## src/rtl/spi_slave_word_packer.sv

```systemverilog
// Packs a received SPI byte stream into 16-bit words, buffers them in a small FIFO
// and drains them to the SRAM FIFO controller over its write/hint handshake.
module spi_slave_word_packer #(
  parameter int unsigned DEPTH    = 4,
  parameter logic [7:0]  PAD_BYTE = 8'h00,
  parameter int unsigned CNT_W    = 16
) (
  input  logic                     clk,
  input  logic                     rst,
  input  logic [7:0]               byte_in,
  input  logic                     byte_valid,
  input  logic                     pkt_end,
  output logic                     slave_write,
  output logic [15:0]              slave_data_to_sram,
  input  logic                     slave_hint,
  output logic [$clog2(DEPTH):0]   buf_count,
  output logic                     busy,
  output logic                     overflow,
  output logic [CNT_W-1:0]         words_written
);

  localparam int unsigned PtrW = $clog2(DEPTH);
  localparam logic [PtrW:0] FullCount = (PtrW+1)'(DEPTH);

  typedef enum logic [1:0] {StIdle, StReq, StGap} state_e;

  state_e            state_q;
  logic [7:0]        hi_q;
  logic              partial_q;
  logic              pend_q;
  logic [15:0]       pend_word_q;
  logic [15:0]       mem [DEPTH];
  logic [PtrW-1:0]   wptr_q;
  logic [PtrW-1:0]   rptr_q;
  logic [PtrW:0]     count_q;
  logic              write_q;
  logic [15:0]       data_q;
  logic              overflow_q;
  logic [CNT_W-1:0]  words_q;

  logic full;
  logic push;
  logic pop;

  always_comb begin
    full = (count_q == FullCount);
    push = pend_q && !full;
    pop  = (state_q == StReq) && slave_hint;
  end

  // Byte pairing; a completed word sits in pend_word_q for one cycle before the push.
  always_ff @(posedge clk) begin
    if (rst) begin
      hi_q        <= 8'h00;
      partial_q   <= 1'b0;
      pend_q      <= 1'b0;
      pend_word_q <= 16'h0000;
    end else begin
      pend_q <= 1'b0;
      if (byte_valid) begin
        if (partial_q) begin
          pend_word_q <= {hi_q, byte_in};
          pend_q      <= 1'b1;
          partial_q   <= 1'b0;
        end else if (pkt_end) begin
          pend_word_q <= {byte_in, PAD_BYTE};
          pend_q      <= 1'b1;
          partial_q   <= 1'b0;
        end else begin
          hi_q      <= byte_in;
          partial_q <= 1'b1;
        end
      end else if (pkt_end && partial_q) begin
        pend_word_q <= {hi_q, PAD_BYTE};
        pend_q      <= 1'b1;
        partial_q   <= 1'b0;
      end
    end
  end

  always_ff @(posedge clk) begin
    if (push) begin
      mem[wptr_q] <= pend_word_q;
    end
  end

  always_ff @(posedge clk) begin
    if (rst) begin
      wptr_q     <= '0;
      rptr_q     <= '0;
      count_q    <= '0;
      overflow_q <= 1'b0;
    end else begin
      if (push) begin
        wptr_q <= wptr_q + 1'b1;
      end
      if (pend_q && full) begin
        overflow_q <= 1'b1;
      end
      if (pop) begin
        rptr_q <= rptr_q + 1'b1;
      end
      unique case ({push, pop})
        2'b10:   count_q <= count_q + 1'b1;
        2'b01:   count_q <= count_q - 1'b1;
        default: count_q <= count_q;
      endcase
    end
  end

  // GAP also makes the next IDLE decision so back-to-back words see a single low cycle.
  always_ff @(posedge clk) begin
    if (rst) begin
      state_q <= StIdle;
      write_q <= 1'b0;
      data_q  <= 16'h0000;
      words_q <= '0;
    end else begin
      unique case (state_q)
        StIdle: begin
          if (count_q != '0) begin
            data_q  <= mem[rptr_q];
            write_q <= 1'b1;
            state_q <= StReq;
          end
        end
        StReq: begin
          if (slave_hint) begin
            write_q <= 1'b0;
            words_q <= words_q + 1'b1;
            state_q <= StGap;
          end
        end
        StGap: begin
          if (count_q != '0) begin
            data_q  <= mem[rptr_q];
            write_q <= 1'b1;
            state_q <= StReq;
          end else begin
            state_q <= StIdle;
          end
        end
        default: begin
          write_q <= 1'b0;
          state_q <= StIdle;
        end
      endcase
    end
  end

  // A word waiting in pend_q still counts as held data for busy.
  always_comb begin
    slave_write        = write_q;
    slave_data_to_sram = data_q;
    buf_count          = count_q;
    overflow           = overflow_q;
    words_written      = words_q;
    busy               = (count_q != '0) || partial_q || pend_q || write_q;
  end

endmodule
```

## config.mk

```make
export PLATFORM = sky130hd
export DESIGN_NAME = spi_slave_word_packer
export DESIGN_NICKNAME = d
export VERILOG_FILES = /design/src/rtl/spi_slave_word_packer.sv
export SDC_FILE = /design/constraint.sdc
export NUM_CORES = 1
export LEC_CHECK = 0
export CAP_MARGIN = 40
export CORE_UTILIZATION = 55
export CTS_CLUSTER_SIZE = 10
export DETAILED_ROUTE_END_ITERATION = 6
export PLACE_DENSITY = 0.73
export SLEW_MARGIN = 10
export SYNTH_ARGS = -nofsm -noshare
export SYNTH_HDL_FRONTEND = slang
export SYNTH_SLANG_ARGS = --single-unit
```

## constraint.sdc

```tcl
create_clock -name clk -period 5.65 [get_ports clk]
set_clock_uncertainty 0.2 [all_clocks]
set_input_delay 0.565 -clock clk [delete_from_list [all_inputs] [get_ports clk]]
set_output_delay 0.565 -clock clk [all_outputs]
set_load 0.02 [all_outputs]
```

== Word level (Yosys, flattened, before mapping) ==
Memory sizes are Yosys's and may differ from the RTL's. A register that Yosys moved wholly into a read port is not among the register bits.
Index checks and enable logic that the tools add are counted.

* Flip-flop bits (word level): 53
* Memory bits (writable): 64
* Bits of input ports: 13
* Output and inout port bits: 38
* Memories: 1

* Add/subtract/negate cells: 5
* Eq/ne operators: 9
* Mux-type cells: 22
* Bitwise logic cells: 2
* Reduce and logical (&&, ||, !) cells: 19

{| class="wikitable"
|+ Memory list
! memory !! depth !! width !! read ports !! clocked after memory_dff !! write ports !! RTL line !! source
|-
| mem || 4 || 16 || 1 || 1 || 1 || 32 || <nowiki>logic [15:0] mem [DEPTH];</nowiki>
|}

{| class="wikitable"
|+ Operator list
! operator !! count
|-
| $mux W16 || 4
|-
| $add A16 B1 Y16 const B || 1
|-
| $mux W1 || 13
|-
| $reduce_and A2 Y1 || 5
|-
| $pmux W2 S3 || 1
|-
| $pmux W3 S2 || 1
|-
| $add A2 B1 Y2 const B || 2
|-
| $eq A2 B1 Y1 const B || 2
|-
| $eq A2 B2 Y1 const B || 2
|-
| $logic_and A1 B1 Y1 || 4
|-
| $mux W2 || 2
|-
| $ne A2 B2 Y1 const B || 2
|-
| $reduce_bool A2 Y1 || 2
|-
| $add A3 B1 Y3 const B || 1
|-
| $eq A3 B3 Y1 const B || 1
|-
| $logic_or A1 B1 Y1 || 3
|-
| $ne A3 B1 Y1 const B || 1
|-
| $reduce_and A3 Y1 || 1
|-
| $reduce_bool A3 Y1 || 1
|-
| $sub A3 B1 Y3 const B || 1
|-
| $logic_not A2 Y1 || 1
|-
| $ne A2 B1 Y1 const B || 1
|-
| $not A1 Y1 || 2
|-
| $pmux W1 S2 || 1
|-
| 2 further kinds || 2
|}

== Depth between registers and ports, before layout ==
* Depth after elaboration: 5
* Depth in mapped cells: 9
* Gate-level depth less buffers: 9

== Worst setup path before layout ==
No wires, ideal clock.

* Path kind: input-to-reg
* Start: in slave_hint
* End: reg count_q[2] (netlist: buf_count[2])
* Data arrival time: 2014 ps
* Data required time: 5380 ps
* Path slack: 3366 ps
* Cell stages on the path: 8
* Cell sequence: nand3b_2 > inv_1 > ha_1 > inv_1 > fa_1 > xor2_1 > or3_1 > a21oi_1

* Word-level cells in the longest chain between the ends: 3
* Elaborated cells between the ends (all ways): 5

{| class="wikitable"
|+ RTL lines
! item !! RTL line !! source
|-
| start, declared || 15 || <nowiki>input logic slave_hint,</nowiki>
|-
| $logic_and A1 B1 Y1 (*) || 48 || <nowiki>pop = (state_q == StReq) && slave_hint;</nowiki>
|-
| named net pop || 43 || <nowiki>logic pop;</nowiki>
|-
| $eq A2 B1 Y1 / $eq A2 B2 Y1 (equally long branches) || 103 || <nowiki>unique case ({push, pop})</nowiki>
|-
| $pmux W3 S2 / $reduce_bool A2 Y1 (equally long branches) || -- ||
|-
| end signal, assigned || 104 || <nowiki>2'b10: count_q <= count_q + 1'b1;</nowiki>
|-
| end signal, assigned || 105 || <nowiki>2'b01: count_q <= count_q - 1'b1;</nowiki>
|-
| end signal, assigned || 106 || <nowiki>default: count_q <= count_q;</nowiki>
|-
| end, declared || 35 || <nowiki>logic [PtrW:0] count_q;</nowiki>
|}

The timed path passes the listed nets; every way through them passes the cells marked *.
A chain may end at the register's enable or synchronous reset.

== Worst setup path after layout ==
* Start: reg count_q[2] (netlist: buf_count[2])
* End: out busy

* Word-level cells in the longest chain between the ends: 4

{| class="wikitable"
|+ RTL lines
! item !! RTL line !! source
|-
| $reduce_bool A3 Y1 || 158 || <nowiki>busy = (count_q != '0) || partial_q || pend_q || write_q;</nowiki>
|-
| $logic_or A1 B1 Y1 (3 in a row) || 158 ||
|-
| end, declared || 17 || <nowiki>output logic busy,</nowiki>
|}

Every way passes these cells.

==> impl_metrics.tcl <==
set metrics [dict create \
    outcome "finished, violations left" \
    violations "DRC" \
    ys_seq_area_share_pct 65.5 \
    grt_start_max_net_pins 56 \
    num_antenna_cells 0 \
    ys_ff_latch 133 \
    wl_um 9660 \
    start_util_pct 57.3 \
    grtUsageMet1_pct 26.8 \
    final_max_slew_viol_count 0 \
    die_width_um 97.8 \
    die_h_um 97.8 \
    fin_util_pct 71.3 \
    fin_tns_setup_ps 0 \
    core_region_area_sq_mm 0.00881 \
    period_needed_ps 2660 \
    dp_hpwl_um 6130 \
    slew_headroom_pct 41.7 \
    clock_path_buffers 2 \
    overflow 0 \
    netlist_area_sq_mm 0.00505 \
    busiest_layer "met2" \
    finalCritPeriodShare_pct 47.1 \
    fillerInstances 629 \
    dr.pass1.iters 7 \
    yosys.area_share.xor_xnor_pct 2.43 \
    vias_per_cell 5.56 \
    ys_top_cells_by_area "edfxtp_1 (38%), dfxtp_1 (27%), mux4_2 (7.1%), nand2_1 (3.6%), mux2i_1 (3.4%)" \
    yosys_most_used_dff "dfxtp_1" \
    synth-edff-count 64 \
    antenna_left 0 \
    syn_area_per_cell_sq_um 13.0 \
    drt_iter0_markers 137 \
    crit_arrival_ps 1900 \
    yosys.area_share.adder_pct 2.08 \
    cp_max_fo 6 \
    final_nets 468 \
    track_usage_pct 22.3 \
    async_flop_share_pct 0 \
    cp_data_required_time_ps 4890 \
    gp_congestion 0.744 \
    wl_per_cell_um 17.0 \
    peakVddDrop_v 0.000202 \
    p_per_area_mw_per_mm2 377 \
    ioPinCount 51 \
    routed-via-count 3161 \
    antenna_found_initial 0 \
    end_kind "output port" \
    rows 34 \
    critPathLaunchType "flop" \
    synthSimpleGateAreaFrac_pct 10.9 \
    hold_path_class "reg -> reg" \
    clock_sinks 133 \
    insertion_delay_ps 510 \
    use_met3_pct 5.87 \
    synth_compound_area_share_pct 5.98 \
    maxCapViolations 0 \
    h-tree-depth 4 \
    ctsResizeCount 0 \
    synth.most_common_cell "dfxtp_1" \
    layout-drive-gt1-share_pct 14.3 \
    dieArea_sq_mm 0.00956 \
    clkTransAtPathRegs_ps 60 \
    yosysTopAreaCell "edfxtp_1" \
    hold_viol 0 \
    synth.area.mux_share_pct 10.7 \
    syn-num-nets 409 \
    fin_cells 569 \
    area_growth_pct 24.5 \
    rsz0062_at_grt "no" \
    synth_top_area_share_pct 38.1 \
    synth_top_family_by_area "simple AND/OR/NAND/NOR gates" \
    p_leak_uw 0.00215 \
    syn_inst 389 \
    grt_pass1_vias 3228 \
    holdBufCountCts 0 \
    crit_type "reg -> out" \
    ys_types 42 \
    drc_errors 8 \
    cts-root-buf "clkbuf_8" \
    fmax_mhz 376 \
    yosys-top-cells-count "dfxtp_1 (69), edfxtp_1 (64), nand2_1 (49)" \
    grt_pass1_wl_um 16000 \
    yosysWarnings 0 \
    cts_buffers 17 \
    finalSetupViolCount 0 \
    fin_hold_ws_ps 257 \
    dp.cells 536 \
    postCtsSetupRepairBufs 0 \
    portBuffers 50 \
    tightest_slew_ps 875 \
    grt_use_met2_pct 38.0 \
    tritoncts "built" \
]
final cells by class:
| cell class | count | area (sq um) | share of cell area [%] |
|---|---|---|---|
| Tap cell | 108 | 135 | 2.15 |
| Sequential cell | 133 | 3300 | 52.6 |
| Timing Repair Buffer | 60 | 601 | 9.56 |
| Clock inverter | 15 | 175 | 2.79 |
| Clock buffer | 17 | 414 | 6.59 |
| Inverter | 9 | 33.8 | 0.538 |
| Multi-Input combinational cell | 227 | 1620 | 25.8 |
path summary, 6_finish.rpt:
check | depth (start not counted) | end | slack (ps) | from
setup / recovery | 3 | busy | 2990 | buf_count[2]$_SDFFE_PP0P_
hold / removal | 2 | slave_data_to_sram[15]$_SDFFE_PP0P_ | 260 | slave_data_to_sram[15]$_SDFFE_PP0P_
setup reg to reg | 9 | buf_count[2]$_SDFFE_PP0P_ | 3240 | buf_count[0]$_SDFFE_PP0P_
hold reg to reg | 2 | slave_data_to_sram[15]$_SDFFE_PP0P_ | 260 | slave_data_to_sram[15]$_SDFFE_PP0P_
cell families after synthesis:
family / after synthesis
mux: 34
xor+xnor: 14
simple gates: 119
fa+ha+maj: 8
buf+inv: 29
flops: 133
compound gates: 52
registers in the layout, summed over array words and instances (netlist names), 2 cells and up:
| name | cells |
|---|---|
| mem | 64 |
| pend_word_q | 16 |
| slave_data_to_sram | 16 |
| words_written | 16 |
| hi_q | 8 |
| buf_count | 3 |
| rptr_q | 2 |
| state_q | 2 |
| wptr_q | 2 |
metrics by stage:
step	total power [uW]	instance area (sq um)	worst slack, ps
after detailed placement	1320	5690	2420
after global routing	2460	6280	2870
after global placement	1310	5610	2400
after CTS	2390	6270	2960
final	2370	6280	2990
after floorplan	1220	5050	3370
cell usage in the layout, fill, tap and decap left out, types with 2 or more instances in the layout:
| cell | n |
|---|---|
| dfxtp_1 | 69 |
| edfxtp_1 | 64 |
| nand2_1 | 49 |
| clkdlybuf4s50_1 | 49 |
| nor2_1 | 33 |
| a21oi_1 | 26 |
| mux2i_1 | 17 |
| mux4_2 | 16 |
| clkbuf_16 | 16 |
| o21ai_0 | 13 |
| inv_1 | 9 |
| a22o_1 | 8 |
| xnor2_1 | 7 |
| xor2_1 | 7 |
| nand3_1 | 7 |
| ha_1 | 6 |
| inv_6 | 6 |
| inv_8 | 6 |
| buf_4 | 6 |
| and2_1 | 4 |
| nor3_1 | 4 |
| buf_8 | 4 |
| nor2b_1 | 3 |
| or3_1 | 3 |
| nand4_1 | 2 |
| nor4_1 | 2 |
| o31ai_1 | 2 |
| or4_1 | 2 |
routing by layer:
metal / wire length [um] / share of wire (%) / vias up
li1: - / - / 1518
met1: 4230 / 44 / 1551
met2: 4930 / 51 / 82
met3: 397 / 4.1 / 10
met4: 108 / 1.1 / 0
met5: 0 / 0 / -
critical path: stages (launching register included):
cell and delay [ps]:
dfxtp_1 360, nor3_1 340, nand2_1 130, clkdlybuf4s50_1 560
report_power, final:
group / leakage (uW) / internal (uW) / switching (uW)
Sequential: 0.00112 / 1050 / 26.7
Combinational: 0.000743 / 98.2 / 125
Clock: 0.000293 / 614 / 461
Total: 0.00215 / 1760 / 612
Power figures use the tool's default switching activity.
